`config.mk`:
```
export PLATFORM = sky130hd
export DESIGN_NAME = psum_align_fifo
export DESIGN_NICKNAME = d
export VERILOG_FILES = /design/src/rtl/psum_align_fifo_pkg.sv /design/src/rtl/psum_col_queue.sv /design/src/rtl/psum_align_fifo.sv
export SDC_FILE = /design/constraint.sdc
export NUM_CORES = 2
export LEC_CHECK = 0
export ABC_AREA = 1
export BUFFER_PORTS_ARGS = -buffer_cell sky130_fd_sc_hd__buf_4
export CAP_MARGIN = 20
export CORE_ASPECT_RATIO = 1.25
export CORE_MARGIN = 2
export CORE_UTILIZATION = 60
export DETAILED_ROUTE_END_ITERATION = 16
export PLACE_DENSITY_LB_ADDON = 0.08
export RECOVER_POWER = 50
export SYNTH_ARGS = -nofsm -noshare
export SYNTH_HDL_FRONTEND = slang
export SYNTH_HIERARCHICAL = 1
export SYNTH_SLANG_ARGS = --single-unit
```
`constraint.sdc`:
```
create_clock -name clk -period 4.64 [get_ports clk]
set_input_delay 0.928 -clock clk [delete_from_list [all_inputs] [get_ports clk]]
set_output_delay 0.928 -clock clk [all_outputs]
set_load 0.1 [all_outputs]
```
`src/rtl/psum_align_fifo_pkg.sv`:
```
// psum_align_fifo_pkg: default sizing and derived widths for the psum alignment fifo
package psum_align_fifo_pkg;
  localparam int COL = 8;
  localparam int BW_PSUM = 22;
  localparam int DEPTH = 16;
  localparam int PTR_W = $clog2(DEPTH);
  localparam int CNT_W = PTR_W + 1;
endpackage

```
`src/rtl/psum_col_queue.sv`:
```
// psum_col_queue: single-column synchronous fifo holding one MAC column's psums
module psum_col_queue
  import psum_align_fifo_pkg::*;
#(
  parameter int bw_psum = BW_PSUM,
  parameter int depth = DEPTH,
  localparam int pw = $clog2(depth),
  localparam int cw = pw + 1
) (
  input  logic               clk,
  input  logic               reset,
  input  logic               push,
  input  logic               pop,
  input  logic [bw_psum-1:0] din,
  output logic [bw_psum-1:0] dout,
  output logic [cw-1:0]      count,
  output logic               full,
  output logic               empty
);
  logic [bw_psum-1:0] mem [depth];
  logic [pw-1:0] wptr, rptr;
  logic push_ok, pop_ok;
  assign pop_ok = pop & ~empty;
  assign push_ok = push & (~full | pop_ok);
  assign full = count == cw'(depth);
  assign empty = count == '0;
  assign dout = mem[rptr];
  always_ff @(posedge clk)
    if (!reset) begin
      wptr <= '0;
      rptr <= '0;
      count <= '0;
    end else begin
      wptr <= wptr + pw'(push_ok);
      rptr <= rptr + pw'(pop_ok);
      count <= count + cw'(push_ok) - cw'(pop_ok);
    end
  // storage is deliberately left uncleared by reset
  always_ff @(posedge clk)
    if (reset && push_ok) mem[wptr] <= din;
endmodule

```
`src/rtl/psum_align_fifo.sv`:
```
// psum_align_fifo: per-column queues that absorb MAC column skew and emit aligned psum rows
module psum_align_fifo
  import psum_align_fifo_pkg::*;
#(
  parameter int col = COL,
  parameter int bw_psum = BW_PSUM,
  parameter int depth = DEPTH,
  localparam int cw = $clog2(depth) + 1
) (
  input  logic                   clk,
  input  logic                   reset,
  input  logic [col-1:0]         wr,
  input  logic [col*bw_psum-1:0] in,
  input  logic                   rd,
  output logic [col*bw_psum-1:0] out,
  output logic                   o_valid,
  output logic                   o_full,
  output logic                   o_ready,
  output logic                   o_overflow
);
  logic [col-1:0] full, empty, push;
  logic [cw-1:0] cnt [col];
  logic [col*bw_psum-1:0] head;
  logic pop;
  assign pop = rd & o_valid;
  assign o_valid = ~|empty;
  assign o_full = |full;
  assign o_ready = ~o_full;
  for (genvar i = 0; i < col; i++) begin : g_q
    // a same-cycle pop frees a slot, so a full queue may still take a write
    assign push[i] = wr[i] & ((cnt[i] < cw'(depth)) | pop);
    psum_col_queue #(.bw_psum(bw_psum), .depth(depth)) u_q (
      .clk(clk),
      .reset(reset),
      .push(push[i]),
      .pop(pop),
      .din(in[i*bw_psum +: bw_psum]),
      .dout(head[i*bw_psum +: bw_psum]),
      .count(cnt[i]),
      .full(full[i]),
      .empty(empty[i])
    );
  end
  always_ff @(posedge clk)
    if (!reset) begin
      out <= '0;
      o_overflow <= 1'b0;
    end else begin
      out <= pop ? head : out;
      o_overflow <= o_overflow | |(wr & ~push);
    end
endmodule

```
==> metrics.csv <==
stage,metric,value,unit
final_layout,Area Growth Syn to Fin,10.4,%
worst_setup_path,Crit. End Element,flop,
sta,Slew @ Worst Pin,1.66,ns
place,routability congestion estimate,0.870,
floorplanning,Starting Density,60.4,%
cts,clock latency at the later pin of the worst-skew pair,0.87,ns
route,WL/cell,19.9,um
final_layout,fin util,66.7,%
route,drt first pass iters,6,
synthesis,"Seq/Total Area, Yosys",67.5,%
sta,final worst-path cycle share,88.2,%
cts,H-tree depth,5,
route,remaining antenna violation count after routing,0,
floorplanning,io pins,367,
global_routing,final global-route overflow total,0,
cts,clk sink count,3097,
sta,Pins Over Slew Limit,153,
place,placed inst area,139000,um^2
cts,CTS tree,yes,
synthesis,Yosys top cell area share,63.3,%
route,final WL,332000,um
place,DP HPWL,204000,um
pwr,leak pwr,62.0,nW
worst_setup_path,crit-path cells,"inv_1, ha_1, nand2_1, nor2_1, nor2_1, nand2_1, nor2_1, nand2_8, inv_8, inv_1, nand2_1, nand3_2, nor2_2, buf_4",
floorplanning,Vert. Die Dim,532,um
floorplanning,Core ar.,221000,um^2
synthesis,largest area contributor in the netlist,edfxtp_1,
worst_setup_path,crit start category,flop,
cts,CTS buffer count,308,
sta,unrepaired setup endpoints after global routing,no,
pwr,Pint,47.7,mW
synthesis,Main synth FF type,edfxtp_1,
sta,Final Setup Violations,0,
pwr,combinational share of power,10.5,%
run_status,outcome,"finished, violations left",
synthesis,Synth Instances,13200,
final_layout,Finished Cell Area,148000,um^2
pwr,share of power burned in registers,49.8,%
synthesis,"top cells by area, synth","edfxtp_1 63%, nand2_1 11%, nand3_1 8.0%",
pwr,Max VDD drop,606,uV
global_routing,largest net degree at the start of global routing,178,
cts,Setup Buffers After CTS,0,
cts,CTS Buffer Depth,4,
worst_setup_path,Worst path max stage delay,0.69,ns
route,drt via density,5.41,
sta,Final Hold Vio Count,0,
route,Vias,90000,
final_layout,Layout Nets,13700,
synthesis,most common cell in the netlist,nand2_1,
run_status,failing checks,"max-capacitance violations, max-slew violations",
pwr,Net Switching,15.9,mW
synthesis,asr flop ratio synth,0,%
floorplanning,die width,426,um
synthesis,"EDFF count, synth",2816,
worst_setup_path,critical path peak fanout,52,
sta,Clock Skew,0.0305,ns
cts,Clock transition at path regs,0.06,ns
synthesis,mean post-synth cell area,10.2,um^2
sta,Worst slew margin,-10.7,%
sta,Period minus WS final,4.09,ns
synthesis,Ys Warns,6,
floorplanning,# rows,193,
cts,Clock Root Buffer,clkbuf_16,
synthesis,Mapped Nets,13400,
place,port bufs,366,
final_layout,fraction of layout cells with a size suffix above 1,6.44,%
sta,worst hold margin,0.479,ns
synthesis,Synth cell types,30,
global_routing,vias in the first global route,87000,
worst_setup_path,Worst EP arrival,4.64,ns
floorplanning,Die ar.,227000,um^2
cts,PostCTS Resize Cnt,0,
pwr,clock power share,39.7,%
synthesis,Yosys reg bits,3097,
worst_setup_path,CP max stage cell,nor2_2,
synthesis,list of most frequent post-synthesis cells,"3958 x nand2_1, 2816 x edfxtp_1, 2328 x inv_1",
global_routing,initial antenna violation count,31,
pwr,switching part of the total power,25.0,%
global_routing,gr usage total,28.8,%
worst_setup_path,critical path class,reg -> reg,
pwr,power density cells,431,nW/um^2
sta,Max Freq,0.244,GHz
global_routing,first-pass GRT wire length,505000,um
job,Max-cap violations,5,
synthesis,synthesized cell area,134000,um^2
route,Residual DRC,0,
cts,hold_buf cts,0,
worst_setup_path,CP required,5.19,ns
worst_hold_path,worst min path class,reg -> reg,
route,DRT iter0 DRCs,8386,
[sequential cells by signal, indices dropped and copies added, names as in the netlist]
signal and count:
g_q.u_q/mem 2816, out 176, g_q.u_q/count 40, g_q.u_q/rptr 32, g_q.u_q/wptr 32, o_overflow 1
[path summary, 6_finish.rpt]
check | startpoint | to | slack [ns] | depth (start not counted)
setup / recovery | g_q[0].u_q/count[3]$_SDFF_PN0_ | g_q[7].u_q/mem[13][8]$_DFFE_PP_ | 0.55 | 14
hold / removal | out[8]$_SDFFE_PN0P_ | out[8]$_SDFFE_PN0P_ | 0.48 | 2
hold reg to reg | out[8]$_SDFFE_PN0P_ | out[8]$_SDFFE_PN0P_ | 0.48 | 2
setup reg to reg | g_q[0].u_q/count[3]$_SDFF_PN0_ | g_q[7].u_q/mem[13][8]$_DFFE_PP_ | 0.55 | 14
[power groups by stage]
stage	Combinational (mW)	Clock, mW	Sequential, mW
after floorplan	3.66	0	33.1
after detailed placement	6.83	0	32.3
after CTS	6.87	25.6	31.7
final	6.67	25.2	31.7
after global placement	6.76	0	32.2
after global routing	7.34	26.7	31.7
[cell usage in the layout (no fill, tap or decap), types with 4 or more instances in the layout]
cell type,n
ha_1,73
inv_4,12
dfxtp_2,8
fa_1,8
inv_6,8
a21oi_1,41
clkbuf_8,28
clkbuf_1,409
nor3_2,48
o21ai_0,164
clkinv_2,51
dfxtp_1,257
clkinvlp_4,7
clkbuf_16,321
o21ai_1,36
clkinv_4,7
nand2_1,3958
nand3_1,2146
a21boi_1,7
inv_1,2328
nor2_2,80
buf_4,224
bufinv_16,32
diode_2,17
xnor2_1,16
edfxtp_1,2816
buf_12,24
xor2_1,8
clkinv_1,54
inv_2,4
dfxtp_4,16
nor2_1,482
[stage by stage]
stage               worst slack (ns)  instances  setup TNS (ns)  power [mW]
floorplan                     -0.112      13200          -74.04        36.8
global placement               0.721      16100               0        39.0
detailed placement             0.655      16100               0        39.1
CTS                            0.597      16600               0        64.2
global route                   0.255      16600               0        65.8
finish                         0.547      16600               0        63.6
[per-layer routing]
metal	vias up	part of all wire [%]	GRT usage, %
met1	43100	40	39.1
met4	10	3.5	10.2
li1	42900	-	-
met3	605	7.8	4.25
met5	-	0.018	0
met2	3401	48	47.7
[critical path, delay by kind of cell (launching register included)]
| kind | cells | cell delay, ns |
|---|---|---|
| adders and majority gates | 1 | 0.20 |
| buffers and inverters | 4 | 0.88 |
| and+or+nand+nor | 9 | 2.30 |
| DFF | 1 | 0.35 |
[area by class of cell]
type,count,area (um^2)
fill,17100,73800
tap,2925,3660
timing repair buffer,608,3590
antenna,17,42.5
sequential,3097,90300
clock buffer,405,8630
inverter,2353,8870
clock inverter,153,1590
multi-input combinational,7074,31000
[cell families (layout without fill, tap and decap cells)]
group / count (synthesis) / after routing / share of synthesized area (%)
AND/OR/NAND/NOR: 6721 / 6721 / 20.9
flip-flops: 3097 / 3097 / 67.5
buffers and inverters: 2996 / 3519 / 9.70
AO/OA/AOI/OAI: 248 / 248 / 0.942
adder cells (fa/ha/maj): 81 / 81 / 0.803
XOR/XNOR: 24 / 24 / 0.157
other: 0 / 17 / 0
No activity file was read; power rests on OpenSTA's default activity.
